## config.mk

```make
export PLATFORM = sky130hd
export DESIGN_NAME = nn_argmax_reader
export DESIGN_NICKNAME = d
export VERILOG_FILES = /design/src/rtl/nn_argmax_reader.sv
export SDC_FILE = /design/constraint.sdc
export NUM_CORES = 1
export LEC_CHECK = 0
export ABC_AREA = 1
export CORE_ASPECT_RATIO = 1.1
export CORE_MARGIN = 1.5
export CORE_UTILIZATION = 45
export DETAILED_ROUTE_END_ITERATION = 16
export HOLD_SLACK_MARGIN = 0.06
export PLACE_DENSITY = 0.86
export SLEW_MARGIN = 20
export SYNTH_ARGS = -nofsm -noshare
export SYNTH_HDL_FRONTEND = slang
export SYNTH_SLANG_ARGS = --single-unit
export TNS_END_PERCENT = 100
```

## constraint.sdc

```tcl
create_clock -name clk_i -period 1.8 [get_ports clk_i]
set_input_delay 0.36 -clock clk_i [delete_from_list [all_inputs] [get_ports clk_i]]
set_output_delay 0.36 -clock clk_i [all_outputs]
set_load 0.005 [all_outputs]
```

## src/rtl/nn_argmax_reader.sv

```systemverilog
// Scans NUM_OUTPUTS signed activations from the network output buffer and
// reports the index and value of the largest one (lowest index wins ties).
module nn_argmax_reader #(
  parameter int DATA_WIDTH  = 16,
  parameter int NUM_OUTPUTS = 10,
  parameter int ADDR_WIDTH  = 4
) (
  input  logic                  clk_i,
  input  logic                  reset_i,
  input  logic                  start_i,
  output logic                  busy_o,
  output logic                  rd_en_o,
  output logic [ADDR_WIDTH-1:0] rd_addr_o,
  input  logic [DATA_WIDTH-1:0] rd_data_i,
  output logic                  result_valid_o,
  input  logic                  result_ready_i,
  output logic [ADDR_WIDTH-1:0] class_o,
  output logic [DATA_WIDTH-1:0] max_value_o
);

  typedef enum logic [1:0] {IDLE, READ, DRAIN, DONE} state_t;

  localparam logic [ADDR_WIDTH-1:0] LAST_ADDR = ADDR_WIDTH'(NUM_OUTPUTS - 1);

  state_t                state;
  logic                  smp_vld;
  logic [ADDR_WIDTH-1:0] smp_idx;
  logic                  take;

  // Read data returns one cycle after the strobe, so the strobe and address
  // are delayed by one stage to tag the incoming datum.
  always_comb begin
    take = 1'b0;
    if (smp_vld)
      take = (smp_idx == '0) || ($signed(rd_data_i) > $signed(max_value_o));
  end

  always_ff @(posedge clk_i) begin
    if (reset_i) begin
      state          <= IDLE;
      busy_o         <= 1'b0;
      rd_en_o        <= 1'b0;
      rd_addr_o      <= '0;
      result_valid_o <= 1'b0;
      class_o        <= '0;
      max_value_o    <= '0;
      smp_vld        <= 1'b0;
      smp_idx        <= '0;
    end else begin
      smp_vld <= rd_en_o;
      smp_idx <= rd_addr_o;
      if (take) begin
        class_o     <= smp_idx;
        max_value_o <= rd_data_i;
      end
      case (state)
        IDLE: begin
          if (start_i) begin
            state     <= READ;
            busy_o    <= 1'b1;
            rd_en_o   <= 1'b1;
            rd_addr_o <= '0;
          end
        end
        READ: begin
          if (rd_addr_o == LAST_ADDR) begin
            state     <= DRAIN;
            rd_en_o   <= 1'b0;
            rd_addr_o <= '0;
          end else begin
            rd_addr_o <= rd_addr_o + 1'b1;
          end
        end
        DRAIN: begin
          state          <= DONE;
          result_valid_o <= 1'b1;
        end
        DONE: begin
          if (result_ready_i) begin
            state          <= IDLE;
            result_valid_o <= 1'b0;
            busy_o         <= 1'b0;
          end
        end
        default: state <= IDLE;
      endcase
    end
  end

endmodule

```

==> impl_metrics.yaml, run 1 <==
status:
  status: "finished, violations left"
  violations: "negative setup slack"
route:
  wire_per_inst_um: 15.5
  vias_per_cell: 5.23
  drc: 0
  drt_first_pass_iters: 5
  routed_wirelength_mm: 6.38
  first_iter_violations: 166
  antenna_violating_nets_post_route: 0
  routed-via-count: 2148
hold_path:
  holdPathEnd: "smp_vld$_SDFF_PP0_"
  min-delay-start: "rd_en_o$_SDFFE_PP0P_"
  hold_path.class: "reg2reg"
  worstHoldPathCells: 2
power_and_ir_drop:
  power.ir.vdd_worst_v: 0.000735
  static-leakage-power_nw: 1.45
  power_dens_cells_nw_per_um2: 1080
  total_power_mw: 3.56
grt:
  grt-ovfl-total: 0
  grt_start_max_net_pins: 41
  grt_pass1_wl_mm: 9.43
  grt_antenna_before_repair: 0
  grtUsageTotal_pct: 25.5
  first_global_vias: 2149
critical_path:
  critical_path.top_delay_family: "simple AND/OR/NAND/NOR gates"
  critPathLaunchType: "input port"
  critical_path_peak_fanout: 7
  critPathCaptureType: "flip-flop"
  worst_ep_arrival_time_ps: 2330
  critical_path.n_buffers_inverters: 3
  critical_path_cell_sequence: "dlygate4sd2_1 -> ha_4 -> a21oi_2 -> nor2_2 -> nor2_1 -> nand2_1 -> nand2_1 -> nand2_1 -> nand2_1 -> nand2_1 -> nand2_2 -> nand2_4 -> buf_12 -> buf_16 -> a21oi_1 -> nor2_1"
  timing.critical_path.slowest_cell_delay_ps: 300
  r2r_slack_ps: -340
  r2r_start: "max_value_o[11]$_SDFFE_PP0P_"
  critical-path-top-cell-by-count: "sky130_fd_sc_hd__nand2_1"
  crit_path_top_delay_cell: "sky130_fd_sc_hd__dlygate4sd2_1"
  worstPathRequired_ps: 1970
  regToRegEndpoint: "max_value_o[3]$_SDFFE_PP0P_"
  setup.worst_path.class: "in2reg"
  worst_r2r_path_depth: 13
clock_network:
  clk_transition_reported_paths_ps: 70
  cts_tree: "yes"
  clock-sinks: 34
  worstSkewPairLatency_ps: 290
  clk_path_buf_depth: 2
  cts-htree-levels: 2
  ctsHoldBuffers: 0
  cts-root-buf: "sky130_fd_sc_hd__clkbuf_8"
  cts-buffers-inserted: 5
layout:
  fin_cells: 411
  post-route-util_pct: 77.5
  design_area_um2: 3300
  insertedDiodeCount: 0
  finish.net_count: 398
  area.growth.synth_to_final_pct: 67.5
  layout-drive-gt1-share_pct: 36.7
timing:
  final.period_utilization_pct: 120
  final.setup.tns_ps: -5950
  grt_setup_unrepaired: "true"
  timing_hold_violations_final: 0
  fin_ws_ps: -363
  max_slew_headroom_pct: 57.5
  fmax_ghz: 0.462
  final-max-slew-violation-count: 0
  timing.hold.ws_ps: 450
  setup_viol: 20
  worst_slew_pin_tran_ps: 638
  final.min_clock_period_ps: 2160
  skew_ps: 8.45
synthesis:
  yosysWarnings: 0
  synth_seq_cells: 34
  syn_area_um2: 1970
  synth.distinct_cells: 21
  synth_cells: 277
  synth_fp_nets: 319
  synth_sequential_area_ratio_pct: 34.6
  syn_area_per_cell_um2: 7.11
floorplan:
  num_rows: 25
  floorplan.initialDensity_pct: 46.3
  die_y_um: 72.4
  die-area_um2: 4780
  num_io_pins: 47
  die_width_um: 66.1
  design.core.area_um2: 4250
place:
  place_inst: 389
  pre_cts_slack_ps: -642
  portBuffers: 46
  dp.final_hpwl_mm: 3.17
  placed_area_um2: 2620
  finalWeightedCongestion: 0.816
flow_run:
  maxCapViolCount: 0
[routing by layer]
| metal | global-route usage [%] | vias up | part of all wire (%) |
|---|---|---|---|
| met2 | 47.4 | 94 | 52 |
| li1 | - | 1034 | - |
| met4 | 12.5 | 0 | 3.8 |
| met3 | 5.74 | 30 | 5.8 |
| met1 | 26.9 | 990 | 38 |
| met5 | 0 | - | 0 |
[report_power, final]
part	internal (mW)	switching [mW]	total (mW)	leakage, nW
combinational	0.968	0.949	1.92	1.12
sequential	0.931	0.119	1.05	0.284
clock	0.309	0.281	0.590	0.0482
[logic make-up (layout without fill, tap and decap cells)]
kind of cell               after synthesis  count (layout)  synth area share, %
AOI/OAI and AO/OA                       44              44                 11.8
xor gates and xnor gates                 1               1                0.445
adders and majority gates               22              22                 14.0
buffers and inverters                   65             145                 14.8
DFF                                     34              34                 34.6
and+or+nand+nor                        111             111                 24.4
[tightest hold or removal path: cells and delay by family, from the launching register on]
| kind | cells | cell delay [ps] |
|---|---|---|
| buf+inv | 1 | 50 |
| flops | 1 | 320 |
| simple gates | 1 | 40 |
[how the worst max path moves through the flow]
stage,to,from,cells past startpoint,slack (ps)
finish,max_value_o[3]$_SDFFE_PP0P_,rd_data_i[5],16,-360
global placement,max_value_o[0]$_SDFFE_PP0P_,rd_data_i[15],14,-520
global route,max_value_o[3]$_SDFFE_PP0P_,max_value_o[11]$_SDFFE_PP0P_,13,-460
floorplan,class_o[0]$_SDFFE_PP0P_,max_value_o[15]$_SDFFE_PP0P_,13,20
CTS,max_value_o[11]$_SDFFE_PP0P_,max_value_o[11]$_SDFFE_PP0P_,15,-200
detailed placement,max_value_o[0]$_SDFFE_PP0P_,rd_data_i[15],14,-640
[area by class of cell]
type | count | area, µm²
clock buffer | 7 | 86.3
clock inverter | 1 | 5.00
fill | 265 | 958
inverter | 54 | 203
multi-input combinational | 178 | 1390
sequential | 34 | 698
tap | 54 | 67.6
timing repair buffer | 83 | 851
[Yosys cell counts]
cell type | instances | area [µm²]
sky130_fd_sc_hd__inv_1 | 54 | 203
sky130_fd_sc_hd__nand2_1 | 47 | 176
sky130_fd_sc_hd__dfxtp_1 | 34 | 681
sky130_fd_sc_hd__a21oi_1 | 32 | 160
sky130_fd_sc_hd__nor2_1 | 27 | 101
sky130_fd_sc_hd__nand3_1 | 25 | 125
sky130_fd_sc_hd__ha_1 | 22 | 275
sky130_fd_sc_hd__o21ai_0 | 8 | 40.0
sky130_fd_sc_hd__buf_6 | 6 | 67.6
sky130_fd_sc_hd__nor2_2 | 5 | 31.3
sky130_fd_sc_hd__nand4_1 | 4 | 25.0
sky130_fd_sc_hd__a211oi_1 | 2 | 15.0
sky130_fd_sc_hd__buf_1 | 2 | 7.51
sky130_fd_sc_hd__buf_2 | 2 | 10.0
sky130_fd_sc_hd__a21o_1 | 1 | 7.51
sky130_fd_sc_hd__clkbuf_1 | 1 | 3.75
sky130_fd_sc_hd__nand2_2 | 1 | 6.26
sky130_fd_sc_hd__nor3_1 | 1 | 5.00
sky130_fd_sc_hd__nor3_2 | 1 | 10.0
sky130_fd_sc_hd__o41ai_1 | 1 | 8.76
sky130_fd_sc_hd__xor2_1 | 1 | 8.76
[state kept, by name, summed over array words and instances (netlist names), 2 cells and up]
name,count
state,2
smp_idx,4
class_o,4
max_value_o,16
rd_addr_o,4
[layout by cell type (no fill, tap or decap), drive strengths merged]
cell | Yosys | final
a211oi | 2 | 2
a21oi | 32 | 32
dlygate4sd2 | 0 | 16
o41ai | 1 | 1
buf | 10 | 37
clkdlybuf4s50 | 0 | 30
nor3 | 2 | 2
ha | 22 | 22
nand2 | 48 | 48
nor2 | 32 | 32
o21ai | 8 | 8
a21o | 1 | 1
clkinv | 0 | 1
clkbuf | 1 | 7
nand3 | 25 | 25
inv | 54 | 54
xor2 | 1 | 1
nand4 | 4 | 4
dfxtp | 34 | 34
[repair_timing]
item	in CTS	in global routing
endpoints found under the setup margin	20	23
gates cloned	4	0
setup buffers	8	3
gates resized for setup	84	34
pin swaps	45	27
No activity file was read; power rests on OpenSTA's default activity.
==> run 2: changes to the inputs <==
--- a/config.mk
+++ b/config.mk
@@ -9,6 +9,8 @@
 export CORE_ASPECT_RATIO = 1.1
 export CORE_MARGIN = 1.5
 export CORE_UTILIZATION = 45
+export CTS_BUF_LIST = sky130_fd_sc_hd__clkbuf_8 sky130_fd_sc_hd__clkbuf_16
+export CTS_CLUSTER_SIZE = 30
 export DETAILED_ROUTE_END_ITERATION = 16
 export HOLD_SLACK_MARGIN = 0.06
 export PLACE_DENSITY = 0.86
==> run 2 against run 1 <==
  * The flow still finishes with violations (negative setup slack)
  * Utilization unchanged
  * Fmax about the same
  * Count of clock-buffer cells in the layout down 1
  * Final area did not move
  * Combinational power is essentially flat
  * Power decreased by 0.12%
  * Global-route usage unchanged
  * Clock skew barely moved
  * Clock power down 0.8%
  * Critical endpoint unchanged
  * Largest power group unchanged
==> impl_metrics.yaml, run 2 (synthesized netlist as in run 1, its figures left out) <==
timing:
  final.period_utilization_pct: 120
  fmax_ghz: 0.463
  max_slew_headroom_pct: 57.6
  timing_hold_violations_final: 0
  skew_ps: 8.17
  final.setup.tns_ps: -5870
  grt_setup_unrepaired: "true"
  worst_slew_pin_tran_ps: 636
  final.min_clock_period_ps: 2160
  timing.hold.ws_ps: 450
  setup_viol: 20
  fin_ws_ps: -361
  final-max-slew-violation-count: 0
clock_network:
  ctsHoldBuffers: 0
  cts-buffers-inserted: 5
  cts_tree: "yes"
  clk_path_buf_depth: 2
  cts-htree-levels: 2
  clock-sinks: 34
  worstSkewPairLatency_ps: 290
  cts-root-buf: "sky130_fd_sc_hd__clkbuf_8"
  clk_transition_reported_paths_ps: 70
grt:
  first_global_vias: 2149
  grt-ovfl-total: 0
  grt_start_max_net_pins: 41
  grt_antenna_before_repair: 0
  grtUsageTotal_pct: 25.5
  grt_pass1_wl_mm: 9.43
route:
  drc: 0
  vias_per_cell: 5.24
  routed-via-count: 2152
  drt_first_pass_iters: 4
  wire_per_inst_um: 15.5
  routed_wirelength_mm: 6.37
  antenna_violating_nets_post_route: 0
  first_iter_violations: 167
place:
  portBuffers: 46
  pre_cts_slack_ps: -642
  dp.final_hpwl_mm: 3.17
  finalWeightedCongestion: 0.816
critical_path:
  worstPathRequired_ps: 1970
  setup.worst_path.class: "in2reg"
  critPathCaptureType: "flip-flop"
  critical_path_peak_fanout: 7
  worst_ep_arrival_time_ps: 2330
  worst_r2r_path_depth: 13
  critPathLaunchType: "input port"
flow_run:
  maxCapViolCount: 0
hold_path:
  worstHoldPathCells: 2
  hold_path.class: "reg2reg"
layout:
  final_cell_mix: "sky130_fd_sc_hd__inv_1, sky130_fd_sc_hd__nand2_1, sky130_fd_sc_hd__clkdlybuf4s50_1, sky130_fd_sc_hd__buf_4, sky130_fd_sc_hd__nor2_1"
  finish.net_count: 398
  insertedDiodeCount: 0
  layout.cells.most_common: "sky130_fd_sc_hd__inv_1"
  layout-drive-gt1-share_pct: 36.7
  largest_register_ffs: 16
  area.growth.synth_to_final_pct: 67.5
  post-route-util_pct: 77.5
  max_flop_register: "max_value_o"
floorplan:
  floorplan.initialDensity_pct: 46.3
  die_width_um: 66.1
  design.core.area_um2: 4250
  num_rows: 25
  die_y_um: 72.4
  num_io_pins: 47
  die-area_um2: 4780
power_and_ir_drop:
  power.ir.vdd_worst_v: 0.000735
  static-leakage-power_nw: 1.45
  total_power_mw: 3.55
  power_dens_cells_nw_per_um2: 1080
status:
  status: "finished, violations left"
  violations: "negative setup slack"
==> run 2: changes by cell type in the layout (fill, tap and decap cells not counted), sizes merged <==
cell	previous run	this run
clkbuf	7	6
inv	54	55
==> run 2: cell type report <==
class                   instances  area (µm²)
repair buffers                 83         851
well taps                      54        67.6
multi-input cells             178        1390
fillers                       265         958
clock buffers                   6        82.6
clock inverters                 2        8.76
inverters                      54         203
flip-flops and latches         34         698
==> run 2: what timing repair did <==
action                                 CTS  global route
setup endpoints to repair               20            23
gates resized for setup                 84            34
gates cloned                             4             0
buffers inserted                         8             3
pin swaps                               45            27
endpoints found under the hold margin    0             0
==> run 2: report_power, final <==
part	switching, mW	internal, mW	leakage (nW)	total (mW)
logic	0.950	0.968	1.12	1.92
registers	0.119	0.931	0.284	1.05
clock network	0.282	0.303	0.0524	0.585
total	1.35	2.20	1.45	3.55
==> run 2: layer usage <==
| metal | track usage, % | part of all wire, % | vias to the layer above |
|---|---|---|---|
| met5 | 0 | 0 | - |
| met2 | 47.4 | 53 | 87 |
| met1 | 26.9 | 38 | 1002 |
| met4 | 12.5 | 3.5 | 0 |
| met3 | 5.74 | 5.5 | 26 |
| li1 | - | - | 1037 |
==> run 2: final timing paths <==
check	to	startpoint	slack, ps
min reg2reg	smp_vld$_SDFF_PP0_	rd_en_o$_SDFFE_PP0P_	450
max reg2reg	max_value_o[3]$_SDFFE_PP0P_	max_value_o[11]$_SDFFE_PP0P_	-340
max	max_value_o[3]$_SDFFE_PP0P_	rd_data_i[5]	-360
min	smp_vld$_SDFF_PP0_	rd_en_o$_SDFFE_PP0P_	450
==> run 2: stage by stage <==
stage,cells,cell area [µm²]
global placement,389,2620
detailed placement,389,2620
global route,411,3300
finish,411,3300
CTS,408,3150
floorplan,277,1970
==> run 2: worst max-delay path, stage by stage <==
cell,delay [ps]
sky130_fd_sc_hd__dlygate4sd2_1,300
sky130_fd_sc_hd__ha_4,270
sky130_fd_sc_hd__a21oi_2,150
sky130_fd_sc_hd__nor2_2,50
sky130_fd_sc_hd__nor2_1,110
sky130_fd_sc_hd__nand2_1,70
sky130_fd_sc_hd__nand2_1,80
sky130_fd_sc_hd__nand2_1,60
sky130_fd_sc_hd__nand2_1,70
sky130_fd_sc_hd__nand2_1,80
sky130_fd_sc_hd__nand2_2,80
sky130_fd_sc_hd__nand2_4,70
sky130_fd_sc_hd__buf_12,140
sky130_fd_sc_hd__buf_16,130
sky130_fd_sc_hd__a21oi_1,190
sky130_fd_sc_hd__nor2_1,100
==> run 3: changes to the inputs <==
--- a/config.mk
+++ b/config.mk
@@ -18,4 +18,4 @@
 export SYNTH_ARGS = -nofsm -noshare
 export SYNTH_HDL_FRONTEND = slang
 export SYNTH_SLANG_ARGS = --single-unit
-export TNS_END_PERCENT = 100
+export TNS_END_PERCENT = 1
==> run 3 against run 2 <==
  * Clock skew is 0.89 ps higher
  * Power hardly changed
  * The flow still finishes with violations (negative setup slack)
  * Sequential power hardly changed
  * Highest routed layer unchanged
==> impl_metrics.yaml, run 3 (synthesized netlist as in run 1, its figures left out) <==
status:
  status: "finished, violations left"
  violations: "negative setup slack"
floorplan:
  die_y_um: 72.4
  die_width_um: 66.1
  num_io_pins: 47
  die-area_um2: 4780
  floorplan.initialDensity_pct: 46.3
  num_rows: 25
  design.core.area_um2: 4250
timing:
  final.period_utilization_pct: 119
  fmax_ghz: 0.468
  final.setup.tns_ps: -5880
  max_slew_headroom_pct: 60.1
  final-max-slew-violation-count: 0
  grt_setup_unrepaired: "true"
  final.min_clock_period_ps: 2140
  worst_slew_pin_tran_ps: 599
  setup_viol: 20
  skew_ps: 9.07
  timing.hold.ws_ps: 450
  fin_ws_ps: -338
  timing_hold_violations_final: 0
grt:
  grt_pass1_wl_mm: 9.05
  grt_start_max_net_pins: 41
  grt_antenna_before_repair: 0
  grt-ovfl-total: 0
  grtUsageTotal_pct: 24.5
  first_global_vias: 2075
power_and_ir_drop:
  seqPwrFrac_pct: 29.7
  power.internal_mw: 2.20
  combinational_group_share_of_total_power_pct: 54.0
  share_clk_of_total_power_pct: 16.3
  switching_power_mw: 1.36
  power.switching_fraction_pct: 38.2
  power_dens_cells_nw_per_um2: 1090
  power.ir.vdd_worst_v: 0.000736
  static-leakage-power_nw: 1.45
critical_path:
  critical_path.top_delay_family: "simple AND/OR/NAND/NOR gates"
  crit_path_top_delay_cell: "sky130_fd_sc_hd__dfxtp_2"
  critical_path_cell_sequence: "inv_2 -> ha_4 -> nand2_2 -> nor2_4 -> nand2_1 -> nand2_1 -> nand2_1 -> nand3_1 -> nand2_1 -> nand2_2 -> nand2_4 -> buf_12 -> buf_16 -> a21oi_1 -> nor2_1"
  setup.worst_path.class: "reg2reg"
  timing.critical_path.slowest_cell_delay_ps: 340
  worst_ep_arrival_time_ps: 2310
  critical_path_peak_fanout: 7
  worstPathRequired_ps: 1980
  critPathCaptureType: "flip-flop"
  critical_path.n_buffers_inverters: 3
  critical-path-top-cell-by-count: "sky130_fd_sc_hd__nand2_1"
  critPathLaunchType: "flip-flop"
  r2r_slack_ps: -340
layout:
  max_flop_register: "max_value_o"
  largest_register_ffs: 16
  final_cell_mix: "sky130_fd_sc_hd__inv_1, sky130_fd_sc_hd__nand2_1, sky130_fd_sc_hd__clkdlybuf4s50_1, sky130_fd_sc_hd__buf_4, sky130_fd_sc_hd__nor2_1"
  fin_cells: 410
  fillers: 274
  area.growth.synth_to_final_pct: 65.9
  insertedDiodeCount: 0
  finish.net_count: 397
  layout-drive-gt1-share_pct: 35.1
  layout.cells.most_common: "sky130_fd_sc_hd__inv_1"
place:
  dp.final_hpwl_mm: 3.17
  finalWeightedCongestion: 0.816
  place_inst: 389
  portBuffers: 46
flow_run:
  maxCapViolCount: 0
route:
  routed_wirelength_mm: 6.48
  routed-via-count: 2178
  drc: 0
  antenna_violating_nets_post_route: 0
  wire_per_inst_um: 15.8
  vias_per_cell: 5.31
  drt_first_pass_iters: 4
  first_iter_violations: 160
clock_network:
  clock-sinks: 34
  cts_tree: "yes"
  ctsHoldBuffers: 0
  cts-htree-levels: 2
  cts-root-buf: "sky130_fd_sc_hd__clkbuf_8"
  worstSkewPairLatency_ps: 290
  cts-buffers-inserted: 5
  clk_transition_reported_paths_ps: 70
  clk_path_buf_depth: 2
hold_path:
  hold_path.class: "reg2reg"
run 3: cell types whose count changed in the layout (fill, tap and decap cells not counted), moves of 2 or more:
cell | previous run | this run
sky130_fd_sc_hd__nand3_1 | 18 | 21
sky130_fd_sc_hd__nand2_1 | 35 | 37
sky130_fd_sc_hd__nand3_2 | 5 | 2
sky130_fd_sc_hd__nor2_1 | 24 | 22
sky130_fd_sc_hd__a21oi_2 | 14 | 12
run 3: layout make-up:
| cell class | instances | area (µm²) | area share, % |
|---|---|---|---|
| multi-input combinational | 178 | 1360 | 41.7 |
| clock buffer | 6 | 82.6 | 2.53 |
| clock inverter | 2 | 8.76 | 0.268 |
| inverter | 54 | 203 | 6.21 |
| tap | 54 | 67.6 | 2.07 |
| sequential | 34 | 697 | 21.3 |
| timing repair buffer | 82 | 845 | 25.9 |
run 3: what timing repair did:
action | 4_1_cts | 5_1_grt
endpoints found under the hold margin | 0 | 0
pin swaps | 44 | 25
cloned | 4 | 0
buffers inserted | 7 | 3
gates resized for setup | 79 | 36
endpoints found under the setup margin | 20 | 23
run 3: metal layers:
| layer | track usage (%) | share of wire (%) |
|---|---|---|
| met1 | 25.3 | 38 |
| met2 | 45.3 | 52 |
| met5 | 0 | 0 |
| met3 | 5.89 | 5.2 |
| met4 | 12.5 | 4.8 |
run 3: per-stage QoR:
stage,power [mW],util [%],area [µm²],setup WS (ps)
floorplan,1.80,-,1970,15.9
global placement,2.32,61.5,2620,-522
detailed placement,2.38,61.5,2620,-642
CTS,3.28,73.1,3110,-195
global route,3.77,76.7,3260,-437
finish,3.55,76.7,3260,-338
run 3: final timing paths:
kind / start / cells past startpoint / endpoint
worst max-delay path: max_value_o[5]$_SDFFE_PP0P_ / 15 / max_value_o[10]$_SDFFE_PP0P_
worst min-delay path: rd_en_o$_SDFFE_PP0P_ / 2 / smp_vld$_SDFF_PP0_
worst max register to register: max_value_o[5]$_SDFFE_PP0P_ / 15 / max_value_o[10]$_SDFFE_PP0P_
worst min register to register: rd_en_o$_SDFFE_PP0P_ / 2 / smp_vld$_SDFF_PP0_
run 3: power by group through the flow:
stage / clock [mW] / combinational, mW / sequential [mW]
6_report: 0.579 / 1.92 / 1.06
3_3_place_gp: 0 / 1.29 / 1.03
5_1_grt: 0.625 / 2.08 / 1.07
3_5_place_dp: 0 / 1.35 / 1.03
2_1_floorplan: 0 / 0.752 / 1.05
4_1_cts: 0.594 / 1.65 / 1.03
run 3: worst register-to-register path: stages (launching register included):
cell,delay [ps]
sky130_fd_sc_hd__dfxtp_2,340
sky130_fd_sc_hd__inv_2,50
sky130_fd_sc_hd__ha_4,300
sky130_fd_sc_hd__nand2_2,100
sky130_fd_sc_hd__nor2_4,120
sky130_fd_sc_hd__nand2_1,70
sky130_fd_sc_hd__nand2_1,80
sky130_fd_sc_hd__nand2_1,80
sky130_fd_sc_hd__nand3_1,110
sky130_fd_sc_hd__nand2_1,90
sky130_fd_sc_hd__nand2_2,90
sky130_fd_sc_hd__nand2_4,70
sky130_fd_sc_hd__buf_12,140
sky130_fd_sc_hd__buf_16,130
sky130_fd_sc_hd__a21oi_1,180
sky130_fd_sc_hd__nor2_1,80
